## src/rtl/msk_sbox_pkg.sv

```systemverilog
// Shared constants for the masked Skinny S-box sequencer: latency, control layout, schedule, S-box.
// SKINNY_SBOX is only consumed by the MSK_SBOX_SELFCHECK_EN build of msk_sbox_sched.
package msk_sbox_pkg;

   localparam int LAT    = 6;
   localparam int CTRL_W = 16;

   // sb_ctrl bit positions, MSB first
   localparam int CTRL_EN2    = 15;
   localparam int CTRL_EN3    = 14;
   localparam int CTRL_EN4    = 13;
   localparam int CTRL_EN5    = 12;
   localparam int CTRL_SEL1A1 = 11;
   localparam int CTRL_SEL2A1 = 10;
   localparam int CTRL_SEL1B1 = 9;
   localparam int CTRL_SEL2B1 = 8;
   localparam int CTRL_SEL1X1 = 7;
   localparam int CTRL_SEL2X1 = 6;
   localparam int CTRL_SEL1A2 = 5;
   localparam int CTRL_SEL1B2 = 4;
   localparam int CTRL_SEL1X2 = 3;
   localparam int CTRL_SEL2A2 = 2;
   localparam int CTRL_SEL2B2 = 1;
   localparam int CTRL_SEL2X2 = 0;

   typedef enum logic {ST_IDLE, ST_RUN} state_t;
   typedef logic [CTRL_W-1:0] ctrl_t;

   localparam ctrl_t SCHED_IDLE = '0;

   // Gate 1 operands on k=0/1, gate 2 operands on k=2/3, second-layer mixing on k=4/5, final enable on k=6
   localparam logic [0:LAT][CTRL_W-1:0] SCHED = {
      16'h8A80, 16'h4540, 16'h2038, 16'h1007, 16'h8900, 16'h6014, 16'h1000
   };

   typedef logic [0:255][7:0] sbox_tbl_t;

   // Four NOR/XOR rounds with a bit permutation; the last round only swaps bits 1 and 2
   function automatic logic [7:0] skinny_sbox_eval(input logic [7:0] v);
      logic [7:0] x;
      x = v;
      for (int r = 0; r < 4; r++) begin
         x[4] = x[4] ^ ~(x[7] | x[6]);
         x[0] = x[0] ^ ~(x[3] | x[2]);
         if (r < 3) x = {x[2], x[1], x[7], x[6], x[4], x[0], x[3], x[5]};
         else       x = {x[7:3], x[1], x[2], x[0]};
      end
      return x;
   endfunction

   function automatic sbox_tbl_t build_sbox();
      sbox_tbl_t t;
      for (int i = 0; i < 256; i++) t[i] = skinny_sbox_eval(8'(i));
      return t;
   endfunction

   localparam sbox_tbl_t SKINNY_SBOX = build_sbox();

endpackage

```

## src/rtl/msk_byte_unmask.sv

```systemverilog
// Folds the d shares of each bit of a shared byte back into the plain byte.
// Used only by the MSK_SBOX_SELFCHECK_EN simulation check.
module msk_byte_unmask #(
   parameter int d = 2
) (
   input  logic [8*d-1:0] shares,
   output logic [7:0]     value
);

   always_comb begin
      value = '0;
      for (int i = 0; i < 8; i++) value[i] = ^shares[d*i +: d];
   end

endmodule

```

## src/rtl/msk_sbox_sched.sv

```systemverilog
// Sequencer for the masked Skinny 8-bit S-box core: accepts one shared byte, runs the 7-cycle
// control schedule with fresh randomness, captures the result. Macro MSK_SBOX_SELFCHECK_EN adds an unmasked check.
module msk_sbox_sched
   import msk_sbox_pkg::*;
#(
   parameter  int d    = 2,
   localparam int NRND = d * (d - 1) / 2
) (
   input  logic              clk,
   input  logic              rst,
   input  logic              in_valid,
   output logic              in_ready,
   input  logic [8*d-1:0]    in_data,
   input  logic              rnd_valid,
   input  logic [2*NRND-1:0] rnd_in,
   output logic              rnd_ready,
   output logic [2*NRND-1:0] sb_rnd,
   output logic [8*d-1:0]    sb_in,
   output logic [CTRL_W-1:0] sb_ctrl,
   input  logic [8*d-1:0]    sb_out,
   output logic              out_valid,
   input  logic              out_ready,
   output logic [8*d-1:0]    out_data,
   output logic              err
);

   state_t     state_q, state_d;
   logic [2:0] k_q, k_d;
   logic       out_free, start, run_done, rnd_miss, chk_bad;

   assign out_free = !out_valid || out_ready;
   assign in_ready = !rst && (state_q == ST_IDLE) && rnd_valid && out_free;
   assign start    = in_valid && in_ready;
   assign run_done = (state_q == ST_RUN) && (k_q == 3'(LAT));
   assign sb_rnd   = rnd_ready ? rnd_in : '0;
   assign rnd_miss = rnd_ready && !rnd_valid;

   // NOTE: non-blocking assignments so every register samples the pre-edge values
   always_ff @(posedge clk) begin
      if (rst) begin
         state_q <= ST_IDLE;
         k_q     <= '0;
      end else begin
         state_q <= state_d;
         k_q     <= k_d;
      end
   end

   // NOTE: every output of this block gets a default first, so no path can infer a latch
   always_comb begin
      state_d   = state_q;
      k_d       = k_q;
      sb_ctrl   = SCHED_IDLE;
      rnd_ready = 1'b0;
      case (state_q)
         ST_IDLE: begin
            if (start) begin
               state_d = ST_RUN;
               k_d     = '0;
            end
         end
         ST_RUN: begin
            // Core registers have no enable, so the schedule never stalls once started
            sb_ctrl   = SCHED[k_q];
            rnd_ready = (k_q < 3'(LAT));
            if (run_done) state_d = ST_IDLE;
            else          k_d     = k_q + 3'd1;
         end
         default: state_d = ST_IDLE;
      endcase
   end

`ifdef MSK_SBOX_SELFCHECK_EN
   logic [7:0] plain_in, plain_out;

   msk_byte_unmask #(.d(d)) u_unmask_in  (.shares(sb_in),  .value(plain_in));
   msk_byte_unmask #(.d(d)) u_unmask_out (.shares(sb_out), .value(plain_out));

   // Unmasked values only feed this comparison, never a port
   assign chk_bad = run_done && (SKINNY_SBOX[plain_in] != plain_out);
`else
   assign chk_bad = 1'b0;
`endif

   // NOTE: sb_in and out_data are reset too, so neither the core nor downstream ever sees stale shares
   always_ff @(posedge clk) begin
      if (rst) begin
         sb_in     <= '0;
         out_valid <= 1'b0;
         out_data  <= '0;
         err       <= 1'b0;
      end else begin
         if (start) sb_in <= in_data;
         if (run_done) begin
            out_valid <= 1'b1;
            out_data  <= sb_out;
         end else if (out_ready) begin
            out_valid <= 1'b0;
         end
         if (rnd_miss || chk_bad) err <= 1'b1;
      end
   end

endmodule

```

## config.mk

```make
export PLATFORM = sky130hd
export DESIGN_NAME = msk_sbox_sched
export DESIGN_NICKNAME = d
export VERILOG_FILES = /design/src/rtl/msk_sbox_pkg.sv /design/src/rtl/msk_byte_unmask.sv /design/src/rtl/msk_sbox_sched.sv
export SDC_FILE = /design/constraint.sdc
export NUM_CORES = 1
export LEC_CHECK = 0
export CELL_PAD_IN_SITES_DETAIL_PLACEMENT = 1
export CELL_PAD_IN_SITES_GLOBAL_PLACEMENT = 2
export CORE_ASPECT_RATIO = 0.6
export CORE_MARGIN = 3
export CORE_UTILIZATION = 20
export DETAILED_ROUTE_END_ITERATION = 6
export PLACE_DENSITY_LB_ADDON = 0.1
export SETUP_SLACK_MARGIN = 0.05
export SKIP_CTS_REPAIR_TIMING = 1
export SLEW_MARGIN = 20
export SYNTH_ARGS = -nofsm -noshare
export SYNTH_HDL_FRONTEND = slang
export SYNTH_SLANG_ARGS = --single-unit
```

## constraint.sdc

```tcl
create_clock -name clk -period 1.95 [get_ports clk]
set_input_delay 0.39 -clock clk [delete_from_list [all_inputs] [get_ports clk]]
set_output_delay 0.39 -clock clk [all_outputs]
set_load 0.03 [all_outputs]
```

==> results.toml <==
[status]
run_status = "finished, final reports clean"

[global_route]
grt_max_degree = 25
wire_length_of_the_first_global_routing_pass_microns = 9400
gr-usage-all-layers = 0.125
number_of_antenna_violations_at_the_first_check_in_global_routing = 0
global_route.overflow_total = 0
first_global_vias = 1815

[drt]
routedWlPerCell_microns = 14.4
drt_drc_violations_left = 0
viasPerCell = 4.22
drt.antenna.violating_nets = 0
drt_pass1_iterations = 4
detailedRoute.firstIterationViolations = 87
routed_wl_microns = 5850
vias = 1717

[worst_setup_path]
critical-path-top-delay-family = "buffers and inverters"
worst_setup_path_end_kind = "output pin"
timing.setup.critical_path_class = "input pin to output pin"
arrival_ns = 1.47
crit_path_start_kind = "input pin"
req_time_crit_path_ns = 1.56
timing.critical_path.fanout_max = 3
path_buf_inv = 3
timing.critical_path.slowest_stage_cell = "sky130_fd_sc_hd__clkdlybuf4s50_1"
crit_path_cell_trace = "clkdlybuf4s50_1 -> inv_1 -> nor4_2 -> buf_4"
worst_path_largest_cell_delay_ns = 0.53

[synth]
postSynth.asyncResetShare = 0
synthFlopType = "sky130_fd_sc_hd__dfxtp_1"
postSynthCellCount = 206
synth_edf_count = 0
seq_area_frac_synth = 0.455
synth_area_leader_cell = "sky130_fd_sc_hd__dfxtp_1"
synth.avg_cell_area_sq_um = 8.11
syn_area_sq_mm = 0.00167
post-synth-top-area-fraction = 0.455
yosys_warn_count = 0
synth.area.top_cells = "sky130_fd_sc_hd__dfxtp_1 46%, sky130_fd_sc_hd__a21oi_1 11%, sky130_fd_sc_hd__nand2_1 7.9%"
ys_types = 28
synth.net_count = 250
post_synthesis_register_bit_count = 38

[cts]
worst_setup_hold_path_clk_slew_ns = 0.06
htree_levels = 2
tritoncts_clock_tree = "done"
numClockSinks = 38
clockRootBuffer = "sky130_fd_sc_hd__clkbuf_16"
numCtsBuffers = 5
worstSkewPairLatency_ns = 0.28
max-clock-path-buffers = 2

[power]
cellPowerDensity_mw_per_mm2 = 654
ir_drop_uv = 268
power_leakage_nw = 1.07
design_power_total_mw = 1.88

[sta]
min_period_over_period = 0.952
slew_headroom = 0.772
fmaxAchievable_ghz = 0.539
timing_worst_slew_pin_value_ns = 0.341
maxSlewViolCount = 0
final_worst_setup_slack_ns = 0.0931
fin_crit_ns = 1.86
unrepaired_setup_endpoints_after_global_routing = "true"
clock_skew_ns = 0.00288
setup_viol_count_final = 0
finalHoldViolCount = 0

[cells_and_area]
fill_cells = 965
layout.cells.most_common_list = "71 x sky130_fd_sc_hd__clkdlybuf4s50_1, 38 x sky130_fd_sc_hd__dfxtp_1, 37 x sky130_fd_sc_hd__a21oi_1, 35 x sky130_fd_sc_hd__nand2_1, 33 x sky130_fd_sc_hd__buf_4"
signed_area_change_from_the_synthesized_netlist_to_the_final_layout_pct = 71.9
layout-drive-gt1-share = 0.184
finish.net_count = 342
layout.cells.most_common = "sky130_fd_sc_hd__clkdlybuf4s50_1"
utilization = 0.359
antenna_cells = 0

[job]
drv_cap = 0

[place]
placer_congestion_estimate = 0.676
placement.setup.worst_slack_ns = 0.0668
dp_hpwl_microns = 4290
portBuffers = 92

[min_path]
worstHoldPathType = "input pin to flop"

[floorplan]
fp.coreArea_sq_mm = 0.00801
die_area_sq_mm = 0.00952
fp.dieW_microns = 124
initial_utilization = 0.209
num_io_pins = 93
die_h_microns = 76.8
rows = 25
-- stage by stage --
step | area, sq um | hold WS, ns | TNS [ns] | std cells
floorplan | 1680 | 0.506 | 0 | 206
global placement | 2690 | 0.444 | 0 | 399
detailed placement | 2690 | 0.452 | 0 | 399
CTS | 2840 | 0.432 | -0.419 | 407
global route | 2870 | 0.447 | 0 | 407
finish | 2870 | 0.432 | 0 | 407
-- power by group --
part	internal [mW]	total (mW)	switching [mW]	leakage (nW)
logic	0.133	0.247	0.114	0.688
registers	0.791	0.798	0.00706	0.307
clock network	0.506	0.834	0.327	0.0729
-- routing by layer --
layer,routed length (microns),share of wire,GRT usage
met1,2700,0.46,0.160
met2,2610,0.45,0.192
met3,493,0.084,0.0545
met4,48,0.0082,0.0328
met5,0,0,0
-- kinds of logic after synthesis --
logic type | Yosys count | synth area share
adders and majority gates | 5 | 0.0375
and+or+nand+nor | 72 | 0.214
AOI/OAI and AO/OA | 62 | 0.198
buffers and inverters | 28 | 0.0891
DFF | 38 | 0.455
muxes | 1 | 0.00599
-- layout make-up --
class	instances	area, sq um	area share
flip-flops and latches	38	761	0.265
multi-input cells	140	806	0.281
clock buffers	6	139	0.0484
clock inverters	2	12.5	0.00436
inverters	5	18.8	0.00654
well taps	108	135	0.0471
repair buffers	108	1000	0.348
-- cell usage after synthesis (all sizes together), types with 3 or more instances --
library cell	number
a21boi	3
dfxtp	38
o21ai	17
buf	16
nand3	18
nor2b	4
ha	5
and2	8
nand2	35
inv	5
a21oi	38
clkbuf	7
-- sequential cells by signal, indices dropped and copies added, names as in the netlist --
signal	count
state_q	1
sb_in	16
out_data	16
err	1
out_valid	1
k_q	3
-- path summary, 6_finish.rpt --
path | startpoint | endpoint | slack, ns | cells past startpoint
max reg2reg | state_q$_SDFF_PP0_ | sb_in[6]$_SDFFE_PP0P_ | 0.41 | 6
min reg2reg | out_data[13]$_SDFFE_PP0P_ | out_data[13]$_SDFFE_PP0P_ | 0.46 | 2
min | rst | sb_in[1]$_SDFFE_PP0P_ | 0.43 | 2
max | rnd_valid | in_ready | 0.09 | 4
(Power assumes the default switching activity.)
